===== config.mk =====
export PLATFORM = sky130hd
export DESIGN_NAME = dmem_arbiter_flat
export DESIGN_NICKNAME = d
export VERILOG_FILES = /design/src/rtl/dmem_arbiter_if.sv /design/src/rtl/dmem_arbiter.sv /design/src/flat_wrapper.sv
export SDC_FILE = /design/constraint.sdc
export NUM_CORES = 1
export LEC_CHECK = 0
export BUFFER_PORTS_ARGS = -buffer_cell sky130_fd_sc_hd__buf_2
export CAP_MARGIN = 20
export CORE_AREA = 2 2 94 96
export DETAILED_ROUTE_END_ITERATION = 8
export DIE_AREA = 0 0 96 98
export PLACE_DENSITY_LB_ADDON = 0.25
export SLEW_MARGIN = 30
export SYNTH_ARGS = -nofsm -noshare
export SYNTH_HDL_FRONTEND = slang
export SYNTH_SLANG_ARGS = --single-unit

===== constraint.sdc =====
create_clock -name clk -period 4.7 [get_ports clk]
set_input_delay 1.175 -clock clk [delete_from_list [all_inputs] [get_ports clk]]
set_output_delay 1.175 -clock clk [all_outputs]
set_load 0.03 [all_outputs]

===== src/rtl/dmem_arbiter_if.sv =====
// Data-memory arbitration bundle: pipeline MEM-stage port, debug/loader port and the
// single-port data-memory port. The arbiter uses the slave view; requesters/memory use master.
interface dmem_arbiter_if #(
    parameter int unsigned DATA_W     = 32,
    parameter int unsigned DM_ADDRESS = 9
);
    // Pipeline MEM stage
    logic                  p_MemRead;
    logic                  p_MemWrite;
    logic [DM_ADDRESS-1:0] p_addr;
    logic [DATA_W-1:0]     p_wdata;
    logic [2:0]            p_funct3;
    logic [DATA_W-1:0]     p_rdata;
    logic                  p_stall;

    // Debug / loader
    logic                  d_req;
    logic                  d_we;
    logic [DM_ADDRESS-1:0] d_addr;
    logic [DATA_W-1:0]     d_wdata;
    logic [2:0]            d_funct3;
    logic                  d_gnt;
    logic                  d_rvalid;
    logic [DATA_W-1:0]     d_rdata;

    // Data memory
    logic                  m_MemRead;
    logic                  m_MemWrite;
    logic [DM_ADDRESS-1:0] m_addr;
    logic [DATA_W-1:0]     m_wdata;
    logic [2:0]            m_funct3;
    logic [DATA_W-1:0]     m_rdata;

    modport slave (
        input  p_MemRead, p_MemWrite, p_addr, p_wdata, p_funct3,
        output p_rdata, p_stall,
        input  d_req, d_we, d_addr, d_wdata, d_funct3,
        output d_gnt, d_rvalid, d_rdata,
        output m_MemRead, m_MemWrite, m_addr, m_wdata, m_funct3,
        input  m_rdata
    );

    modport master (
        output p_MemRead, p_MemWrite, p_addr, p_wdata, p_funct3,
        input  p_rdata, p_stall,
        output d_req, d_we, d_addr, d_wdata, d_funct3,
        input  d_gnt, d_rvalid, d_rdata,
        input  m_MemRead, m_MemWrite, m_addr, m_wdata, m_funct3,
        output m_rdata
    );
endinterface


===== src/rtl/dmem_arbiter.sv =====
// Single-port data-memory arbiter: the pipeline has priority, debug takes idle slots and
// is force-granted for one cycle after STARVE_LIMIT consecutive denied cycles.
module dmem_arbiter #(
    parameter int unsigned DATA_W       = 32,
    parameter int unsigned DM_ADDRESS   = 9,
    parameter int unsigned STARVE_LIMIT = 4
) (
    input logic           clk,
    input logic           reset,
    dmem_arbiter_if.slave bus
);
    typedef enum logic [0:0] {
        StPipe,
        StForce
    } state_e;

    localparam logic [3:0] LastWait = 4'(STARVE_LIMIT - 1);

    state_e            state_q, state_d;
    logic [3:0]        wait_cnt_q, wait_cnt_d;
    logic              d_rvalid_q, d_rvalid_d;
    logic [DATA_W-1:0] d_rdata_q, d_rdata_d;

    logic p_active;
    logic pipe_gnt;
    logic dbg_gnt;
    logic dbg_denied;

    // Grant decode and memory drive; every grant is qualified by reset so nothing leaks
    // onto the memory port while reset is held.
    always_comb begin
        p_active = bus.p_MemRead | bus.p_MemWrite;
        pipe_gnt = (state_q == StPipe) && p_active && !reset;
        dbg_gnt  = bus.d_req && (!p_active || (state_q == StForce)) && !reset;

        bus.d_gnt    = dbg_gnt;
        bus.p_stall  = (state_q == StForce) && bus.d_req && p_active && !reset;
        bus.p_rdata  = bus.m_rdata;
        bus.d_rvalid = d_rvalid_q;
        bus.d_rdata  = d_rdata_q;

        bus.m_MemRead  = 1'b0;
        bus.m_MemWrite = 1'b0;
        bus.m_addr     = bus.p_addr;
        bus.m_wdata    = bus.p_wdata;
        bus.m_funct3   = bus.p_funct3;

        if (dbg_gnt) begin
            bus.m_MemRead  = ~bus.d_we;
            bus.m_MemWrite = bus.d_we;
            bus.m_addr     = bus.d_addr;
            bus.m_wdata    = bus.d_wdata;
            bus.m_funct3   = bus.d_funct3;
        end else if (pipe_gnt) begin
            bus.m_MemRead  = bus.p_MemRead;
            bus.m_MemWrite = bus.p_MemWrite;
        end
    end

    // Starvation tracking: FORCE is a single-cycle slot, after which counting restarts.
    always_comb begin
        state_d    = StPipe;
        wait_cnt_d = 4'd0;
        dbg_denied = (state_q == StPipe) && bus.d_req && p_active;

        unique case (state_q)
            StPipe: begin
                if (dbg_denied) begin
                    if (wait_cnt_q == LastWait) begin
                        state_d = StForce;
                    end else begin
                        wait_cnt_d = wait_cnt_q + 4'd1;
                    end
                end
            end
            StForce: begin
                state_d = StPipe;
            end
            default: begin
                state_d = StPipe;
            end
        endcase

        d_rvalid_d = dbg_gnt && !bus.d_we;
        d_rdata_d  = d_rvalid_d ? bus.m_rdata : d_rdata_q;
    end

    always_ff @(posedge clk or posedge reset) begin
        if (reset) begin
            state_q    <= StPipe;
            wait_cnt_q <= 4'd0;
            d_rvalid_q <= 1'b0;
            d_rdata_q  <= '0;
        end else begin
            state_q    <= state_d;
            wait_cnt_q <= wait_cnt_d;
            d_rvalid_q <= d_rvalid_d;
            d_rdata_q  <= d_rdata_d;
        end
    end
endmodule


===== src/flat_wrapper.sv =====
// flat-port wrapper written by rule: the top's interface ports become plain ports
module dmem_arbiter_flat 
#(
    parameter int unsigned DATA_W       = 32,
    parameter int unsigned DM_ADDRESS   = 9,
    parameter int unsigned STARVE_LIMIT = 4
)
  (clk, reset, bus_p_MemRead, bus_p_MemWrite, bus_p_addr, bus_p_wdata, bus_p_funct3, bus_p_rdata, bus_p_stall, bus_d_req, bus_d_we, bus_d_addr, bus_d_wdata, bus_d_funct3, bus_d_gnt, bus_d_rvalid, bus_d_rdata, bus_m_MemRead, bus_m_MemWrite, bus_m_addr, bus_m_wdata, bus_m_funct3, bus_m_rdata);
  dmem_arbiter_if #(.DATA_W(DATA_W), .DM_ADDRESS(DM_ADDRESS)) bus_i ();
  input logic clk;
  input logic reset;
  input wire logic [$bits(bus_i.p_MemRead)-1:0] bus_p_MemRead;
  input wire logic [$bits(bus_i.p_MemWrite)-1:0] bus_p_MemWrite;
  input wire logic [$bits(bus_i.p_addr)-1:0] bus_p_addr;
  input wire logic [$bits(bus_i.p_wdata)-1:0] bus_p_wdata;
  input wire logic [$bits(bus_i.p_funct3)-1:0] bus_p_funct3;
  output wire logic [$bits(bus_i.p_rdata)-1:0] bus_p_rdata;
  output wire logic [$bits(bus_i.p_stall)-1:0] bus_p_stall;
  input wire logic [$bits(bus_i.d_req)-1:0] bus_d_req;
  input wire logic [$bits(bus_i.d_we)-1:0] bus_d_we;
  input wire logic [$bits(bus_i.d_addr)-1:0] bus_d_addr;
  input wire logic [$bits(bus_i.d_wdata)-1:0] bus_d_wdata;
  input wire logic [$bits(bus_i.d_funct3)-1:0] bus_d_funct3;
  output wire logic [$bits(bus_i.d_gnt)-1:0] bus_d_gnt;
  output wire logic [$bits(bus_i.d_rvalid)-1:0] bus_d_rvalid;
  output wire logic [$bits(bus_i.d_rdata)-1:0] bus_d_rdata;
  output wire logic [$bits(bus_i.m_MemRead)-1:0] bus_m_MemRead;
  output wire logic [$bits(bus_i.m_MemWrite)-1:0] bus_m_MemWrite;
  output wire logic [$bits(bus_i.m_addr)-1:0] bus_m_addr;
  output wire logic [$bits(bus_i.m_wdata)-1:0] bus_m_wdata;
  output wire logic [$bits(bus_i.m_funct3)-1:0] bus_m_funct3;
  input wire logic [$bits(bus_i.m_rdata)-1:0] bus_m_rdata;
  assign bus_i.p_MemRead = bus_p_MemRead;
  assign bus_i.p_MemWrite = bus_p_MemWrite;
  assign bus_i.p_addr = bus_p_addr;
  assign bus_i.p_wdata = bus_p_wdata;
  assign bus_i.p_funct3 = bus_p_funct3;
  assign bus_p_rdata = bus_i.p_rdata;
  assign bus_p_stall = bus_i.p_stall;
  assign bus_i.d_req = bus_d_req;
  assign bus_i.d_we = bus_d_we;
  assign bus_i.d_addr = bus_d_addr;
  assign bus_i.d_wdata = bus_d_wdata;
  assign bus_i.d_funct3 = bus_d_funct3;
  assign bus_d_gnt = bus_i.d_gnt;
  assign bus_d_rvalid = bus_i.d_rvalid;
  assign bus_d_rdata = bus_i.d_rdata;
  assign bus_m_MemRead = bus_i.m_MemRead;
  assign bus_m_MemWrite = bus_i.m_MemWrite;
  assign bus_m_addr = bus_i.m_addr;
  assign bus_m_wdata = bus_i.m_wdata;
  assign bus_m_funct3 = bus_i.m_funct3;
  assign bus_i.m_rdata = bus_m_rdata;
  dmem_arbiter #(.DATA_W(DATA_W), .DM_ADDRESS(DM_ADDRESS), .STARVE_LIMIT(STARVE_LIMIT)) u_core (.clk(clk), .reset(reset), .bus(bus_i));
endmodule

; Yosys cells after proc, flatten, opt, wreduce, memory -nomap -nowiden
; Index checks and enable logic that the tools add are counted.
[word_totals]
inputBits = 126
out_inout_bits = 113
regBits = 38
[op_classes]
n_mux = 13
bitwise_logic = 3
n_reduce_logical = 14
eq_ne = 1
n_addsub = 1
[op_table]
columns = cell, n
row1 = 32-bit two-way mux, 1
row2 = 4-bit two-way mux, 3
row3 = 1-bit logical AND, 10
row4 = 9-bit two-way mux, 1
row5 = 1-bit two-way mux, 6
row6 = 4-bit by 1-bit adder with 4-bit output (second input constant), 1
row7 = 4-bit by 2-bit == test with 1-bit output (second input constant), 1
row8 = 1-bit zero test, 3
row9 = 3-bit two-way mux, 1
row10 = 1-bit NOT, 2
row11 = 1-bit case mux with 2 select lines, 1
row12 = 1-bit logical OR, 1
row13 = 1-bit OR, 1

; Logic depth before layout (Yosys ltp)
; Gate-level depths: netlist of run 1.
[depth]
word_depth = 6
ltp_mapped = 5
depth_no_buf = 3

; Worst setup path after synthesis of run 1
; OpenSTA, ideal clock, no wires.
[synth_path]
path_kind = input to output
startpoint = input port reset
endpoint = output port bus_m_addr[4]
t_arrival_ns = 2.862
stages = 5
slack_ns = 0.663
required_time_ns = 3.525
path_cell_list = inv_1 nand3b_1 buf_2 buf_2 mux2_2
[synth_via]
elab_chain_len = 3
[synth_lines]
columns = item, line
row1 = "start, declared", flat_wrapper.sv:11  ; input logic reset;
row2 = 1-bit zero test, dmem_arbiter.sv:34  ; dbg_gnt = bus.d_req && (!p_active || (state_q == StForce)) && !reset;
row3 = 1-bit logical AND, dmem_arbiter.sv:34
row4 = 9-bit two-way mux, dmem_arbiter.sv:48  ; if (dbg_gnt) begin
row5 = "end, declared", flat_wrapper.sv:29  ; output wire logic [$bits(bus_i.m_addr)-1:0] bus_m_addr;
; No other way between the ends.

; Worst setup path in the final report of run 1
[layout_path]
startpoint = input port bus_p_MemWrite
endpoint = output port bus_m_wdata[22]
[layout_via]
elab_chain_len = 6
[layout_lines]
columns = item, line
row1 = "start, declared", flat_wrapper.sv:13  ; input wire logic [$bits(bus_i.p_MemWrite)-1:0] bus_p_MemWrite;
row2 = 1-bit OR, dmem_arbiter.sv:32  ; p_active = bus.p_MemRead | bus.p_MemWrite;
row3 = 1-bit zero test, dmem_arbiter.sv:34
row4 = 1-bit logical OR, dmem_arbiter.sv:34
row5 = 1-bit logical AND (2 in a row), dmem_arbiter.sv:34
row6 = 32-bit two-way mux, dmem_arbiter.sv:48
row7 = "end, declared", flat_wrapper.sv:30  ; output wire logic [$bits(bus_i.m_wdata)-1:0] bus_m_wdata;
; No other way between the ends.

==> flow_summary.yaml, run 1 <==
run_status:
  outcome: "finished clean"
setup_path:
  cp_common_cell: "buf_2"
  crit_arrival_ns: 2.61
  path_cells: "buf_2 > o21ba_2 > nand3b_1 > buf_4 > mux2_2 > buf_2"
  crit_path_max_incr_delay_ns: 0.44
  cp.buffers_inverters: 3
  critical_path.max_fanout: 45
  rr_worst_depth: 4
  cp-start-kind: "input pin"
  cp_slowest_cell: "buf_4"
  critPathKind: "in -> out"
  path_depth: 6
  cp.required_ns: 3.52
  cp-end-kind: "output pin"
  crit_family: "buffers and inverters"
floorplan:
  die_area_mm2: 0.00941
  die_x_um: 96
  initial_core_util_pct: 28.1
  coreArea_mm2: 0.00847
  rows: 34
  io_pins: 239
  fp.dieH_um: 98
routing:
  drt_first_pass_iters: 4
  viasPerCell: 4.24
  dr_total_vias: 2108
  drt_wl_total_um: 6930
  ant_nets: 0
  post_drt_wl_per_cell_um: 13.9
  drc: 0
  initialDrtViolationCount: 20
sta:
  period_needed_ns: 3.78
  final_max_slew_viol_count: 0
  hold_viol: 0
  setup_viol: 0
  fmax_mhz: 264
  slew_headroom_pct: 61.0
  tns_ns: 0
  rsz0062_at_grt: "no"
  fin_crit_sh_pct: 80.5
  tightest_slew_ns: 0.585
  skew_ns: 0.00445
global_route:
  use_met2_pct: 26.0
  met1_usage_pct: 14.4
  grt_use_total_pct: 13.7
  antenna_found_initial: 1
  grt_pass1_vias: 2069
  grt_pass1_wl_um: 9880
  use_met3_pct: 2.93
  grt_max_degree: 46
  overflow: 0
  busiest_layer: "met2"
place:
  portBuffers: 238
  dp_hpwl_um: 5820
  gp_congestion: 0.731
pwr:
  leakagePower_nw: 2.04
  power_density_mw_per_mm2: 341
  p_total_w: 0.00120
  peakVddDrop_uv: 142
clock_tree:
  numCtsBuffers: 5
  clk_pin_slew_ns: 0.07
  cts_tree: "done"
  worstSkewPairLatency_ns: 0.28
  clockBufferDepth: 2
  cts_resized: 0
  post-cts-setup-buffer-count: 0
  cts.sinks: 38
  root_buffer: "clkbuf_8"
  cts_hold_buf: 0
  cts_max_level: 2
synthesis:
  syn_area_per_cell_um2: 13.2
  synth_area_leader_cell: "dfrtp_1"
  yosysSeqAreaShare_pct: 39.9
  syn_nets: 307
  ys_seq_elements: 38
  yosysUniqueCellTypes: 22
  postSynthCellCount: 180
  post_synth_instance_area_mm2: 0.00238
  synth_top_area_share_pct: 39.9
  synth.area.top_cells: "dfrtp_1, mux2_2, mux2_4"
  yosysWarnings: 0
hold_path:
  whs_path_depth: 1
  hold_path_class: "reg -> reg"
cells_and_area:
  syn2layout_area_growth_pct: 47.7
  nets: 514
  final_cell_mix: "buf_2, mux2_2, dfrtp_1, mux2_4, clkbuf_8"
  final_common_cell: "buf_2"
  fill_cells: 854
  layout-drive-gt1-share_pct: 84.3
flow_run:
  cap_violations: 0
sequential cells by signal, summed over array words and instances, names as in the netlist:
register,flops
u_core.bus.d_rvalid,1
u_core.wait_cnt_q,4
u_core.state_q,1
u_core.bus.d_rdata,32
metal layers:
metal  vias up  wire length (um)  part of all wire [%]
li1       1005                 -                     -
met1       954              2410                    35
met2       140              3730                    54
met3         9               644                   9.3
met4         0               136                   2.0
met5         -                 0                     0
per-stage QoR:
stage / area, um2 / std cells / hold slack, ns / setup WS [ns] / util [%]
final: 3520 / 497 / 0.465 / 0.915 / 41.5
after global routing: 3520 / 497 / 0.488 / 0.809 / 41.5
after CTS: 3510 / 496 / 0.470 / 0.918 / 41.5
after detailed placement: 3420 / 488 / 0.459 / 0.925 / 40.4
after global placement: 3420 / 488 / 0.459 / 0.943 / 40.4
after floorplan: 2380 / 180 / 0.439 / 0.663 / -
synthesized netlist by cell type:
library cell,n
o2111a_1,1
o21ai_0,1
buf_6,4
nand2b_1,2
o21ba_2,1
mux2_4,28
inv_1,4
buf_2,5
xor2_1,1
nand3b_1,2
and3_1,1
or4b_4,1
ha_1,1
nor2_1,4
buf_4,32
mux2_2,48
dfrtp_1,38
nor3b_1,1
a32oi_1,1
a21oi_1,1
nand2_1,2
nand3_1,1
power by group:
group          internal, W  switching (W)
Clock             0.000118       0.000112
Sequential        0.000396      0.0000339
Combinational     0.000216       0.000323
Total             0.000730       0.000470
kinds of logic (layout without fill, tap and decap cells):
group	count (synthesis)	after routing	synth area share [%]
compound gates	5	5	1.68
xor+xnor	1	1	0.368
fa+ha+maj	1	1	0.525
buf+inv	45	253	13.7
flops	38	38	39.9
mux	76	76	40.4
other cells	0	1	0
simple gates	14	14	3.47
worst paths after layout:
path,from,to,slack [ns]
setup / recovery,bus_p_MemWrite,bus_m_wdata[22],0.92
hold / removal,u_core.wait_cnt_q[0]$_DFF_PP0_,u_core.wait_cnt_q[0]$_DFF_PP0_,0.47
setup reg to reg,u_core.state_q$_DFF_PP0_,u_core.bus.d_rdata[3]$_DFFE_PP0P_,2.83
hold reg to reg,u_core.wait_cnt_q[0]$_DFF_PP0_,u_core.wait_cnt_q[0]$_DFF_PP0_,0.47
max in group asynchronous,reset,u_core.bus.d_rdata[3]$_DFFE_PP0P_,3.33
min in group asynchronous,reset,u_core.wait_cnt_q[2]$_DFF_PP0_,1.03
final cells by class:
| cell class | instances | area, um2 | area share, % |
|---|---|---|---|
| repair buffers | 241 | 1210 | 34.5 |
| multi-input cells | 97 | 1100 | 31.4 |
| flip-flops and latches | 38 | 951 | 27.0 |
| well taps | 108 | 135 | 3.84 |
| clock buffers | 6 | 82.6 | 2.35 |
| inverters | 4 | 15.0 | 0.427 |
| clock inverters | 2 | 12.5 | 0.356 |
| diodes | 1 | 2.50 | 0.0711 |
(Power assumes the default switching activity.)
==> inputs of run 2 (changes only) <==
--- a/config.mk
+++ b/config.mk
@@ -5,11 +5,12 @@
 export SDC_FILE = /design/constraint.sdc
 export NUM_CORES = 1
 export LEC_CHECK = 0
+export ABC_AREA = 1
 export BUFFER_PORTS_ARGS = -buffer_cell sky130_fd_sc_hd__buf_2
 export CAP_MARGIN = 20
-export CORE_AREA = 2 2 94 96
+export CORE_AREA = 2 2 92 94
 export DETAILED_ROUTE_END_ITERATION = 8
-export DIE_AREA = 0 0 96 98
+export DIE_AREA = 0 0 94 96
 export PLACE_DENSITY_LB_ADDON = 0.25
 export SLEW_MARGIN = 30
 export SYNTH_ARGS = -nofsm -noshare
==> constraint.sdc (replaced) <==
create_clock -name clk -period 3 [get_ports clk]
set_input_delay 0.75 -clock clk [delete_from_list [all_inputs] [get_ports clk]]
set_output_delay 0.75 -clock clk [all_outputs]
set_load 0.03 [all_outputs]
==> run 2 against run 1 <==
Net effect:
- wire length grew 13%
- clock-buffer cell count shrank 1
- setup slack lost 0.68 ns
- critical endpoint is now bus_m_addr[7]
- global-route usage grew 2.0 points
- die area shrank 4.1%
- critical path depth grew 2
- power grew 53%
- register-to-register slack lost 1.4 ns
- synthesized area grew 1.2%
- clock power grew 82%
- final cell count grew 32%
==> flow_summary.yaml, run 2 <==
run_status:
  outcome: "finished clean"
floorplan:
  initial_core_util_pct: 29.9
  coreArea_mm2: 0.00805
  die_x_um: 94
  fp.dieH_um: 96
  rows: 33
  io_pins: 239
  die_area_mm2: 0.00902
sta:
  tightest_slew_ns: 0.559
  fin_crit_sh_pct: 92.0
  period_needed_ns: 2.76
  whs_ns: 0.466
  fmax_mhz: 362
  setup_viol: 0
  rsz0062_at_grt: "no"
  slew_headroom_pct: 62.7
  final_max_slew_viol_count: 0
  hold_viol: 0
  worst_slack_ns: 0.239
  tns_ns: 0
  skew_ns: 0.00620
routing:
  drt_first_pass_iters: 4
  drt_wl_total_um: 7790
  dr_total_vias: 2866
  drc: 0
  initialDrtViolationCount: 77
  viasPerCell: 4.37
  post_drt_wl_per_cell_um: 11.9
  ant_nets: 0
setup_path:
  rr_worst_depth: 7
  r2r-start: "u_core.state_q$_DFF_PP0_"
  cp-end-kind: "output pin"
  cp.required_ns: 2.25
  cp-start-kind: "input pin"
  reg2reg_setup_slack_ns: 1.45
  timing.rr.end: "u_core.bus.d_rdata[16]$_DFFE_PP0P_"
  critPathKind: "in -> out"
  critical_path.max_fanout: 45
  crit_arrival_ns: 2.01
cells_and_area:
  nets: 677
  syn2layout_area_growth_pct: 47.3
  layout-drive-gt1-share_pct: 46.6
  fill_cells: 900
  diodes: 0
  final_cell_mix: "buf_2, nand2_1, dfrtp_1, nand4_1, inv_1"
  design_area_mm2: 0.00355
  final_common_cell: "buf_2"
  largest_reg_flops: 32
global_route:
  grt_max_degree: 46
  grt_pass1_vias: 2529
  antenna_found_initial: 1
  grt_pass1_wl_um: 11400
  grt_use_total_pct: 15.6
  overflow: 0
hold_path:
  min_to: "u_core.bus.d_rdata[19]$_DFFE_PP0P_"
  whs_path_depth: 2
  min_from: "u_core.bus.d_rdata[19]$_DFFE_PP0P_"
  hold_path_class: "reg -> reg"
clock_tree:
  clk_pin_slew_ns: 0.07
  clockBufferDepth: 2
  post-cts-setup-buffer-count: 0
  worstSkewPairLatency_ns: 0.28
  cts_tree: "done"
  cts_resized: 0
  root_buffer: "clkbuf_8"
  numCtsBuffers: 5
  cts_max_level: 2
  cts.sinks: 38
  cts_hold_buf: 0
synthesis:
  synthTopCellsByCount: "nand2_1, dfrtp_1, buf_4"
  synth.area.top_cells: "dfrtp_1, nand2_1, buf_4"
  ys_seq_elements: 38
  syn_nets: 478
  yosysSeqAreaShare_pct: 39.5
  yosysUniqueCellTypes: 19
  async_flop_share_pct: 100
  synth_edf_count: 0
  postSynthCellCount: 351
  yosysMostFrequentCell: "nand2_1"
  yosysWarnings: 0
  syn_area_per_cell_um2: 6.87
  synth_area_leader_cell: "dfrtp_1"
  synth_top_area_share_pct: 39.5
  post_synth_instance_area_mm2: 0.00241
  ys.flop_type: "dfrtp_1"
place:
  portBuffers: 238
  dp_hpwl_um: 6030
  dp_slack_ns: 0.249
  gp_congestion: 0.760
  place_area_mm2: 0.00344
pwr:
  peakVddDrop_uv: 252
  leakagePower_nw: 2.29
  p_total_w: 0.00184
  power_density_mw_per_mm2: 518
flow_run:
  cap_violations: 0
[run 2: changes by cell type in the layout (fill, tap and decap cells not counted), moves of 2 or more]
cell	previous run	this run
nand2_1	2	200
clkinv_2	1	3
inv_1	3	7
mux2_2	48	0
nand3_1	1	4
nand3b_1	2	0
nor2_1	4	6
nand4_1	0	32
buf_4	3	6
nand2b_1	2	0
mux2_4	28	0
[run 2: cell families (layout without fill, tap and decap cells)]
family | count (synthesis) | after routing | share of synthesized area (%)
simple gates | 246 | 246 | 42.8
fa+ha+maj | 1 | 1 | 0.519
buf+inv | 61 | 261 | 15.4
flops | 38 | 38 | 39.5
xor+xnor | 2 | 2 | 0.727
compound gates | 3 | 3 | 1.09
[run 2: report_power, final]
part	switching (W)	internal [W]	leakage, nW	total [W]
clock	0.000173	0.000245	0.0579	0.000418
sequential	0.0000462	0.000607	0.488	0.000653
combinational	0.000538	0.000229	1.75	0.000767
total	0.000757	0.00108	2.29	0.00184
[run 2: worst max path at each step]
stage	startpoint	to	slack, ns	cells after the start
finish	bus_d_req	bus_m_addr[7]	0.24	8
global route	bus_d_req	bus_m_addr[7]	0.06	8
CTS	bus_d_req	bus_m_addr[7]	0.24	8
detailed placement	bus_d_req	bus_m_addr[7]	0.25	8
global placement	bus_d_req	bus_m_addr[7]	0.29	8
floorplan	reset	bus_m_MemWrite	0.17	3
[run 2: per-layer routing]
layer | vias to the layer above | track usage, % | share of wire [%]
met3 | 5 | 3.13 | 5.8
met1 | 1291 | 20.3 | 44
met2 | 96 | 27.0 | 50
li1 | 1472 | - | -
met4 | 2 | 3.38 | 0.19
met5 | - | 0 | 0.17
[run 2: layout make-up]
type                            instances  area, um2  area share (%)
Sequential cell                        38        951            26.8
Clock buffer                            5       68.8            1.94
Multi-Input combinational cell        252       1090            30.6
Timing Repair Buffer                  244       1240            34.8
Tap cell                              105        131            3.70
Clock inverter                          3       40.0            1.13
Inverter                                9       35.0           0.987
[run 2: metrics by stage]
step,util [%],instances
after CTS,44.1,656
after global routing,44.1,656
after detailed placement,42.7,648
final,44.1,656
after global placement,42.7,648
after floorplan,-,351
[run 2: worst max-delay path, stage by stage]
cell	delay, ns
buf_2	0.11
inv_1	0.12
nor2_4	0.06
nand2_4	0.07
clkinv_2	0.43
nand2_1	0.18
nand2_1	0.09
buf_2	0.18
==> inputs of run 3 (changes only) <==
--- a/config.mk
+++ b/config.mk
@@ -8,9 +8,10 @@
 export ABC_AREA = 1
 export BUFFER_PORTS_ARGS = -buffer_cell sky130_fd_sc_hd__buf_2
 export CAP_MARGIN = 20
-export CORE_AREA = 2 2 92 94
+export CORE_ASPECT_RATIO = 0.9
+export CORE_MARGIN = 10
+export CORE_UTILIZATION = 33
 export DETAILED_ROUTE_END_ITERATION = 8
-export DIE_AREA = 0 0 94 96
 export PLACE_DENSITY_LB_ADDON = 0.25
 export SLEW_MARGIN = 30
 export SYNTH_ARGS = -nofsm -noshare
==> run 3 against run 2 <==
Net effect:
- final cell count down 2.1%
- clock power down 18%
- utilization up 5.5 points
- combinational power up 2%
- flip-flop and latch count unchanged
- maximum frequency down 2.8%
- critical path type unchanged
==> flow_summary.yaml, run 3 (same netlist as run 2, synthesis figures left out) <==
run_status:
  outcome: "finished clean"
clock_tree:
  numCtsBuffers: 5
  cts_tree: "done"
  root_buffer: "clkbuf_8"
  cts.sinks: 38
  worstSkewPairLatency_ns: 0.28
  cts_resized: 0
  clk_pin_slew_ns: 0.07
  cts_hold_buf: 0
  post-cts-setup-buffer-count: 0
  cts_max_level: 2
  clockBufferDepth: 2
setup_path:
  cp-end-kind: "output pin"
  timing.rr.end: "u_core.bus.d_rdata[3]$_DFFE_PP0P_"
  cp_slowest_cell: "clkinv_2"
  crit_path_max_incr_delay_ns: 0.42
  cp-startpoint: "bus_d_req"
  critPathKind: "in -> out"
  path_cells: "buf_2 > inv_1 > nor2_4 > nand2_4 > clkinv_2 > nand2_1 > nand2_1 > buf_2"
  cp.required_ns: 2.25
  r2r-start: "u_core.state_q$_DFF_PP0_"
  crit_family: "buffers and inverters"
  crit_arrival_ns: 2.09
  cp.buffers_inverters: 4
  critical_path.max_fanout: 45
  cp-start-kind: "input pin"
  rr_worst_depth: 7
  reg2reg_setup_slack_ns: 1.50
sta:
  final_max_slew_viol_count: 0
  period_needed_ns: 2.84
  slew_headroom_pct: 63.0
  hold_viol: 0
  tightest_slew_ns: 0.554
  whs_ns: 0.460
  skew_ns: 0.00130
  tns_ns: 0
  fmax_mhz: 352
  fin_crit_sh_pct: 94.7
  worst_slack_ns: 0.159
  rsz0062_at_grt: "no"
  setup_viol: 0
flow_run:
  cap_violations: 0
floorplan:
  die_x_um: 110
  rows: 29
  io_pins: 239
  coreArea_mm2: 0.00708
  die_area_mm2: 0.0111
  fp.dieH_um: 101
  initial_core_util_pct: 34.1
hold_path:
  hold_path_class: "reg -> reg"
  whs_path_depth: 1
  min_from: "u_core.wait_cnt_q[0]$_DFF_PP0_"
  min_to: "u_core.wait_cnt_q[0]$_DFF_PP0_"
cells_and_area:
  layout-drive-gt1-share_pct: 46.4
  diodes: 0
  final_cell_mix: "buf_2, nand2_1, dfrtp_1, nand4_1, inv_1"
  fill_cells: 741
  design_area_mm2: 0.00351
  multi_input_area_mm2: 0.00109
  final_common_cell: "buf_2"
  largest_reg_flops: 32
  syn2layout_area_growth_pct: 45.6
  nets: 677
  seq_area_um2: 951
routing:
  drc: 0
  drt_first_pass_iters: 7
  post_drt_wl_per_cell_um: 15.6
  dr_total_vias: 2884
  drt_wl_total_um: 10000
  viasPerCell: 4.49
  initialDrtViolationCount: 98
  ant_nets: 0
place:
  portBuffers: 238
  dp_slack_ns: 0.201
  gp_congestion: 0.924
  place_area_mm2: 0.00343
  dp_hpwl_um: 8050
global_route:
  grt_max_degree: 46
  grt_use_total_pct: 16.4
  antenna_found_initial: 0
  grt_pass1_wl_um: 14600
  grt_pass1_vias: 2756
  overflow: 0
pwr:
  peakVddDrop_uv: 225
  p_total_w: 0.00178
  power_density_mw_per_mm2: 507
  leakagePower_nw: 2.28
[run 3: cell types whose count changed in the layout (fill, tap and decap cells not counted), sizes merged]
cell | previous run | this run
clkinv | 4 | 2
clkbuf | 5 | 6
bufinv | 1 | 0
[run 3: layer usage]
layer / part of all wire [%] / wire length [um] / GRT usage (%)
met1: 37 / 3690 / 19.5
met2: 52 / 5230 / 28.2
met3: 10 / 996 / 4.80
met4: 0.80 / 80 / 3.60
met5: 0 / 0 / 0
[run 3: how the worst max path moves through the flow]
stage	endpoint	slack (ns)	cells after the start
3_3_place_gp	bus_m_wdata[9]	0.21	8
6_report	bus_m_wdata[7]	0.16	8
4_1_cts	bus_m_wdata[7]	0.20	8
3_5_place_dp	bus_m_wdata[7]	0.20	8
5_1_grt	bus_m_wdata[9]	0.08	8
2_1_floorplan	bus_m_MemWrite	0.17	3
[run 3: stage by stage]
| step | utilization, % | cells |
|---|---|---|
| floorplan | - | 351 |
| CTS | 49.6 | 642 |
| finish | 49.6 | 642 |
| detailed placement | 48.4 | 636 |
| global route | 49.6 | 642 |
| global placement | 48.4 | 636 |
[run 3: final cells by class]
type | instances | area share, %
Timing Repair Buffer | 244 | 35.2
Multi-Input combinational cell | 252 | 31.0
Sequential cell | 38 | 27.1
Tap cell | 93 | 3.32
Clock buffer | 6 | 2.35
Inverter | 9 | 0.999
[run 3: power by group]
group,switching [W],internal (W),leakage [nW],total (W)
Clock,0.000167,0.000177,0.0431,0.000344
Sequential,0.0000462,0.000607,0.488,0.000653
Combinational,0.000550,0.000229,1.75,0.000779
Total,0.000763,0.00101,2.28,0.00178
